==> src/rtl/mem_stage_unit.sv <==
// Memory-access stage: data-memory request/ack handshake, store lane alignment,
// load extension and the MEM/WB register, with upstream stall and bubble insertion.
module mem_stage_unit (
  input  logic        clk,
  input  logic        reset,
  input  logic [63:0] pc_in,
  input  logic [63:0] alu_result_in,
  input  logic [63:0] alu_input2_in,
  input  logic [2:0]  func3_in,
  input  logic [4:0]  rd_in,
  input  logic        RegWrite_in,
  input  logic        MemRead_in,
  input  logic        MemWrite_in,
  input  logic        MemReg_in,
  input  logic        Branch_in,
  input  logic        Jump_in,
  input  logic        branchAlu_in,
  output logic        dmem_req,
  output logic        dmem_we,
  output logic [63:0] dmem_addr,
  output logic [63:0] dmem_wdata,
  output logic [7:0]  dmem_wstrb,
  input  logic [63:0] dmem_rdata,
  input  logic        dmem_ack,
  output logic        stall,
  output logic        misalign_err,
  output logic [63:0] wb_data_out,
  output logic [4:0]  wb_rd_out,
  output logic        wb_RegWrite_out,
  output logic        pc_src_out
);

  typedef enum logic [0:0] {IDLE, WAIT} state_t;

  state_t      r_state, w_state_nxt;
  logic        w_mem_op, w_misalign, w_regwrite, w_pc_src;
  logic        w_issue, w_complete, w_wb_update, w_misalign_pulse;
  logic [2:0]  w_off;
  logic [63:0] w_wb_data;

  function automatic logic is_misaligned(input logic [2:0] f3, input logic [2:0] off);
    if (f3 == 3'b111) return 1'b1;
    case (f3[1:0])
      2'b00:   return 1'b0;
      2'b01:   return off[0];
      2'b10:   return |off[1:0];
      default: return |off;
    endcase
  endfunction

  function automatic logic [63:0] load_extend(input logic [63:0] rdata, input logic [2:0] f3,
                                              input logic [2:0] off);
    logic [63:0] sh;
    sh = rdata >> {off, 3'b000};
    case (f3)
      3'b000:  return {{56{sh[7]}},  sh[7:0]};
      3'b001:  return {{48{sh[15]}}, sh[15:0]};
      3'b010:  return {{32{sh[31]}}, sh[31:0]};
      3'b100:  return {56'd0, sh[7:0]};
      3'b101:  return {48'd0, sh[15:0]};
      3'b110:  return {32'd0, sh[31:0]};
      default: return sh;
    endcase
  endfunction

  function automatic logic [7:0] store_strobe(input logic [2:0] f3, input logic [2:0] off);
    logic [7:0] base;
    case (f3[1:0])
      2'b00:   base = 8'h01;
      2'b01:   base = 8'h03;
      2'b10:   base = 8'h0F;
      default: base = 8'hFF;
    endcase
    return base << off;
  endfunction

  assign w_off      = alu_result_in[2:0];
  assign w_mem_op   = MemRead_in | MemWrite_in;
  assign w_misalign = is_misaligned(func3_in, w_off);
  assign w_regwrite = RegWrite_in & (rd_in != 5'd0);
  assign w_pc_src   = (Branch_in & branchAlu_in) | Jump_in;
  assign w_wb_data  = Jump_in   ? pc_in + 64'd4 :
                      MemReg_in ? load_extend(dmem_rdata, func3_in, w_off) : alu_result_in;

  always_ff @(posedge clk) begin
    if (reset) r_state <= IDLE;
    else       r_state <= w_state_nxt;
  end

  always_comb begin
    w_state_nxt      = r_state;
    stall            = 1'b0;
    w_issue          = 1'b0;
    w_complete       = 1'b0;
    w_wb_update      = 1'b0;
    w_misalign_pulse = 1'b0;
    case (r_state)
      IDLE: begin
        if (!w_mem_op) begin
          w_wb_update = 1'b1;
        end else if (w_misalign) begin
          w_misalign_pulse = 1'b1;
        end else begin
          stall       = 1'b1;
          w_issue     = 1'b1;
          w_state_nxt = WAIT;
        end
      end
      WAIT: begin
        if (dmem_ack) begin
          w_wb_update = 1'b1;
          w_complete  = 1'b1;
          w_state_nxt = IDLE;
        end else begin
          stall = 1'b1;
        end
      end
      default: w_state_nxt = IDLE;
    endcase
  end

  // Request registers and MEM/WB register; anything that is neither a write-back
  // nor a misaligned access writes a bubble.
  always_ff @(posedge clk) begin
    if (reset) begin
      dmem_req        <= 1'b0;
      dmem_we         <= 1'b0;
      dmem_addr       <= 64'd0;
      dmem_wdata      <= 64'd0;
      dmem_wstrb      <= 8'd0;
      misalign_err    <= 1'b0;
      wb_data_out     <= 64'd0;
      wb_rd_out       <= 5'd0;
      wb_RegWrite_out <= 1'b0;
      pc_src_out      <= 1'b0;
    end else begin
      misalign_err <= w_misalign_pulse;
      if (w_issue) begin
        dmem_req   <= 1'b1;
        dmem_we    <= MemWrite_in;
        dmem_addr  <= {alu_result_in[63:3], 3'b000};
        dmem_wdata <= MemWrite_in ? (alu_input2_in << {w_off, 3'b000}) : 64'd0;
        dmem_wstrb <= MemWrite_in ? store_strobe(func3_in, w_off) : 8'd0;
      end else if (w_complete) begin
        dmem_req <= 1'b0;
      end
      if (w_wb_update) begin
        wb_data_out     <= w_wb_data;
        wb_rd_out       <= rd_in;
        wb_RegWrite_out <= w_regwrite;
        pc_src_out      <= w_pc_src;
      end else if (w_misalign_pulse) begin
        wb_data_out     <= w_wb_data;
        wb_rd_out       <= rd_in;
        wb_RegWrite_out <= 1'b0;
        pc_src_out      <= w_pc_src;
      end else begin
        wb_RegWrite_out <= 1'b0;
        pc_src_out      <= 1'b0;
      end
    end
  end

endmodule

==> config.mk <==
export PLATFORM = sky130hd
export DESIGN_NAME = mem_stage_unit
export DESIGN_NICKNAME = d
export VERILOG_FILES = /design/src/rtl/mem_stage_unit.sv
export SDC_FILE = /design/constraint.sdc
export NUM_CORES = 1
export LEC_CHECK = 0
export CORE_MARGIN = 5
export CORE_UTILIZATION = 30
export CTS_CLUSTER_SIZE = 20
export DETAILED_ROUTE_END_ITERATION = 7
export PLACE_DENSITY = 0.58
export REMOVE_ABC_BUFFERS = 1
export SYNTH_ARGS = -nofsm -noshare
export SYNTH_HDL_FRONTEND = slang
export SYNTH_SLANG_ARGS = --single-unit
==> constraint.sdc <==
create_clock -name clk -period 3.44 [get_ports clk]
set_input_delay 0.688 -clock clk [delete_from_list [all_inputs] [get_ports clk]]
set_output_delay 0.688 -clock clk [all_outputs]
set_load 0.03 [all_outputs]
Word-level counts from Yosys, hierarchy flattened
Index checks and enable logic that the tools add are counted.
Widths: inputs -> output; s select.

cells by class
  add/subtract/negate cells = 1
  equal/unequal tests = 8
  shift operators = 3
  muxes and demuxes = 32
  bitwise logic cells = 6
  reductions and logical operators = 8

operators by type and width
  kind                   number
  $pmux 64 s6            1
  $mux 64                5
  $add 64x3->64 const B  1
  $shl 64x6->64          1
  $shr 64x6->64          1
  $mux 8                 3
  $pmux 8 s3             1
  $mux 1                 17
  $eq 3x3->1 const B     4
  $mux 5                 2
  $shl 8x3->8            1
  $reduce_bool 5->1      1
  $pmux 1 s2             2
  $reduce_bool 2->1      2
  $reduce_or 2->1        2
  $eq 3x1->1 const B     1
  $eq 3x2->1 const B     1
  $logic_not 3->1        1
  $pmux 1 s3             1
  $reduce_or 3->1        1
  $and 1x1->1            2
  $eq 2x1->1 const B     1
  $eq 2x2->1 const B     1
  $logic_not 2->1        1
  2 further kinds        4

word-level totals
  bits in registers = 208
  output and inout port bits = 211
  logic and storage cells = 69

Longest topological paths before layout
  depth in word-level cells = 10
  depth in mapped cells = 11
  gate-level depth less buffers = 7

Worst setup path before layout
No wires, ideal clock.

  path type = input port to output port
  start point = in alu_result_in[0]
  end point = out stall
  arrival time = 2554 ps
  data required time = 2752 ps
  setup slack = 198 ps
  stages on the path = 8
  path buffers = 4
  cell sequence = buf_2 -> or2_2 -> clkbuf_1 -> o21ai_1 -> a21boi_1 -> inv_1 -> clkbuf_1 -> buf_1

between the ends
  longest elaborated chain between the ends = 6

RTL lines
  what                                                       RTL line  RTL
  from (decl)                                                7         input logic [63:0] alu_result_in,
  $reduce_or 3->1 / $reduce_or 2->1 (equally long branches)  47, 46
  $pmux 1 s3 *                                               43        case (f3[1:0])
  $mux 1 *                                                   43
  $mux 1 *                                                   101       end else if (w_misalign) begin
  $mux 1 *                                                   99        if (!w_mem_op) begin
  $pmux 1 s2 *                                               97        case (r_state)
  to (decl)                                                  25        output logic stall,

Every way passes the cells marked *; elsewhere a longest branch is shown, timed or not.

Worst setup path after layout
  start point = in func3_in[2]
  end point = out stall

between the ends
  longest elaborated chain between the ends = 6

RTL lines
  what         RTL line  RTL
  from (decl)  9         input logic [2:0] func3_in,
  $eq 3x3->1   42        if (f3 == 3'b111) return 1'b1;
  $mux 1       42
  $mux 1       43
  $mux 1       101
  $mux 1       99
  $pmux 1 s2   97

No other way between the ends.

==> impl_metrics.yaml <==
outcome:
  status: "completed"
final_layout:
  fillers: 4210
  drive_gt1_share_pct: 9.98
  final_cells: 2670
  design_area_sq_um: 19400
  layout-area-overhead-vs-synth_pct: 51.1
  num-nets-final: 2376
global_route:
  antenna_found_initial: 12
  track_usage_pct: 26.8
  grt_pass1_wl_mm: 98.0
  grt.overflow.total: 0
  grt_pass1_vias: 14800
  grt_start_max_net_pins: 144
logic_synthesis:
  synth_compound_area_share_pct: 24.2
  ys_seq_elements: 208
  synthMuxAreaShare_pct: 12.7
  ys_types: 67
  ys_seq_area_share_pct: 32.4
  synth_top_family_by_area: "compound AO/OA/AOI/OAI gates"
  syn_inst: 1662
  yosysWarnings: 0
  synthAdderAreaFrac_pct: 0.0972
  synth_edf_count: 0
  avgSynthCellArea_sq_um: 7.74
  synth_xor_area_share_pct: 2.93
  ys.flop_type: "dfxtp_1"
  yosys.area_share.simple_pct: 22.6
  synthesis.area_sq_um: 12900
  async_reset_ff_share_pct: 0
clock_network:
  cts-buffers-inserted: 29
  hold_buffers: 0
  ctsResizeCount: 0
  clkTransAtPathRegs_ns: 0.05
  post_cts_buffers: 0
  clock_latency_ns: 0.57
  numClockSinks: 208
  cts_root_buf: "clkbuf_16"
  cts-htree-levels: 1
  cts_tree: "built"
  clk_path_buf_depth: 3
worst_setup_path:
  required_ns: 2.75
  crit_type: "in2out"
  reg2reg_depth: 8
  r2r_end: "wb_data_out[25]"
  cp_common_cell: "buf_4"
  start_kind: "input pin"
  cp_slowest_cell: "clkdlybuf4s50_1"
  rrSetupSlack_ns: 0.96
  critPathBufInv: 4
  arrival_ns: 2.36
  crit_family: "buffers and inverters"
  slowest_delay_ns: 0.49
  reg2reg_from: "r_state"
  startpoint: "func3_in[2]"
  crit_fanout: 13
  crit_chain: "clkdlybuf4s50_1 > o21a_1 > o21ai_1 > a21boi_4 > inv_2 > buf_4 > buf_4"
  end_kind: "output port"
placed_design:
  routabilityCongestion: 0.925
  place_ws_ns: 0.00442
  placed_cell_area_sq_um: 18400
  dp_hpwl_mm: 51.1
  portBuffers: 481
  place_inst: 2609
drt:
  vias_per_cell: 5.64
  routedWlPerCell_um: 25.4
  wl_mm: 67.7
  ant_nets: 0
  via_count: 15100
  drt_first_iter_violations: 1320
  dr.pass1.iters: 6
  route.detailed.drc: 0
min_path:
  hold_path_depth: 2
  hold_start: "dmem_addr[11]"
  worstHoldEndpoint: "dmem_addr[11]"
  hold_path_class: "reg2reg"
timing:
  max_slew_margin_pct: 35.7
  min_period_ns: 3.05
  holdWs_ns: 0.452
  setup_tns_ns: 0
  hold_violations: 0
  grt_setup_unrepaired: "no"
  period_share_pct: 88.6
  worst_clock_skew_ns: 0.0103
  finalWorstSetupSlack_ns: 0.393
  tightest_slew_ns: 0.964
  setup_viol: 0
  fmax_mhz: 328
  drv_slew: 0
floorplan:
  design.die.area_sq_um: 47100
  initial_core_util_pct: 30.5
  rows: 75
  fp.dieH_um: 217
  io_pins: 485
  dieWidth_um: 217
  core_sq_um: 42200
run:
  drv_cap: 0
power_and_ir_drop:
  leakagePower_uw: 0.00703
  ir_drop_mv: 0.373
  power_density_nw_per_um2: 423
registers in the layout (all words and copies together) (netlist names):
signal           count
wb_RegWrite_out      1
wb_data_out         64
dmem_we              1
wb_rd_out            5
pc_src_out           1
r_state              1
dmem_req             1
dmem_wstrb           8
dmem_wdata          64
misalign_err         1
dmem_addr           61
cell type report:
class	instances	area, sq um	share of cell area (%)
multi-input combinational	1294	8090	41.6
timing repair buffer	556	5450	28.0
sequential	208	4160	21.4
clock buffer	41	851	4.38
tap	539	674	3.47
clock inverter	13	153	0.785
inverter	12	45.0	0.232
antenna	7	17.5	0.0901
worst reg2reg max path: cells and delay by family (launching register included):
family | cells | cell delay (ns)
AOI/OAI and AO/OA | 5 | 0.88
and+or+nand+nor | 1 | 0.68
DFF | 1 | 0.48
buffers and inverters | 2 | 0.37
kinds of logic after synthesis:
logic type               after synthesis
AND/OR/NAND/NOR                      645
AO/OA/AOI/OAI                        466
flip-flops                           208
buffers and inverters                162
multiplexers                         136
XOR/XNOR                              43
adder cells (fa/ha/maj)                1
other                                  1
how the worst max path moves through the flow:
stage | cells after the start | slack, ns | end
after floorplan | 7 | -2.56 | wb_data_out[60]
after global routing | 7 | 0.32 | stall
after detailed placement | 7 | 0.004 | wb_data_out[46]
after global placement | 7 | 0.08 | wb_data_out[46]
after CTS | 7 | 0.42 | stall
final | 7 | 0.39 | stall
power breakdown:
group	leakage [uW]	switching, uW	internal (uW)
clock network	0.000494	1250	1940
registers	0.00170	98.7	2580
logic	0.00483	1370	982
total	0.00703	2720	5500
cell usage in the layout, fill, tap and decap left out, types with 7 or more instances in the layout:
cell | netlist | final
mux4_2 | 17 | 17
clkbuf_16 | 0 | 29
o22ai_1 | 13 | 13
o221ai_1 | 38 | 38
nand2b_1 | 17 | 17
o211ai_1 | 24 | 24
nand3_1 | 53 | 53
o31a_1 | 7 | 7
a21oi_1 | 131 | 131
clkbuf_8 | 0 | 8
a211oi_1 | 30 | 30
or2_2 | 9 | 9
o21a_1 | 9 | 9
and2_1 | 11 | 10
nor3_1 | 25 | 25
inv_1 | 12 | 10
mux2_2 | 40 | 40
nor2_1 | 165 | 163
o21ai_0 | 76 | 76
dfxtp_1 | 208 | 208
a32oi_1 | 22 | 22
xor2_1 | 19 | 19
buf_4 | 3 | 71
a311oi_1 | 9 | 9
clkdlybuf4s50_1 | 0 | 474
nor2b_1 | 12 | 11
nand2_1 | 268 | 267
diode_2 | 0 | 7
a31oi_1 | 9 | 9
a22oi_1 | 48 | 48
xnor2_1 | 24 | 24
buf_12 | 0 | 7
nand4_1 | 23 | 23
nor4_1 | 26 | 26
and3_1 | 15 | 15
mux2i_1 | 78 | 78
layer usage:
metal  vias to the layer above  GRT usage [%]  routed length [um]
met5                         -              0                  73
met2                       651           44.0               31600
met1                      7280           35.3               28800
li1                       6989              -                   -
met3                       131           5.77                4910
met4                        10           8.87                2300
metrics by stage:
step	total power, uW	utilization, %
5_1_grt	8530	46.0
4_1_cts	8280	46.0
3_3_place_gp	5040	43.6
2_1_floorplan	3750	-
6_report	8220	46.0
3_5_place_dp	5060	43.6
synthesized netlist by cell type, types with 5 or more instances:
master	count	area [sq um]
nand4_1	23	144
nor4b_1	6	52.6
or2_2	9	56.3
o311a_1	5	50.1
o211ai_1	24	180
a311oi_1	9	78.8
a21boi_0	6	45.0
mux2_2	40	450
a211oi_1	30	225
xor2_1	19	166
xnor2_1	24	210
a21oi_1	131	656
nand2b_1	17	106
mux2i_1	78	781
o221ai_1	38	333
o22ai_1	13	81.3
a211o_1	5	43.8
a221o_1	5	50.1
nor2b_1	12	75.1
dfxtp_1	208	4160
o21a_1	9	67.6
and3_1	15	93.8
nand3_1	53	265
buf_2	13	65.1
nand2_1	268	1010
o21ai_0	76	380
buf_1	16	60.1
o31a_1	7	61.3
and2_1	11	68.8
a22oi_1	48	360
mux4_2	17	383
nor2_1	165	619
nor4_1	26	163
inv_1	12	45.0
and4_1	6	52.6
a32oi_1	22	193
nor3_1	25	125
clkbuf_1	116	435
a31oi_1	9	56.3
(Power assumes the default switching activity.)
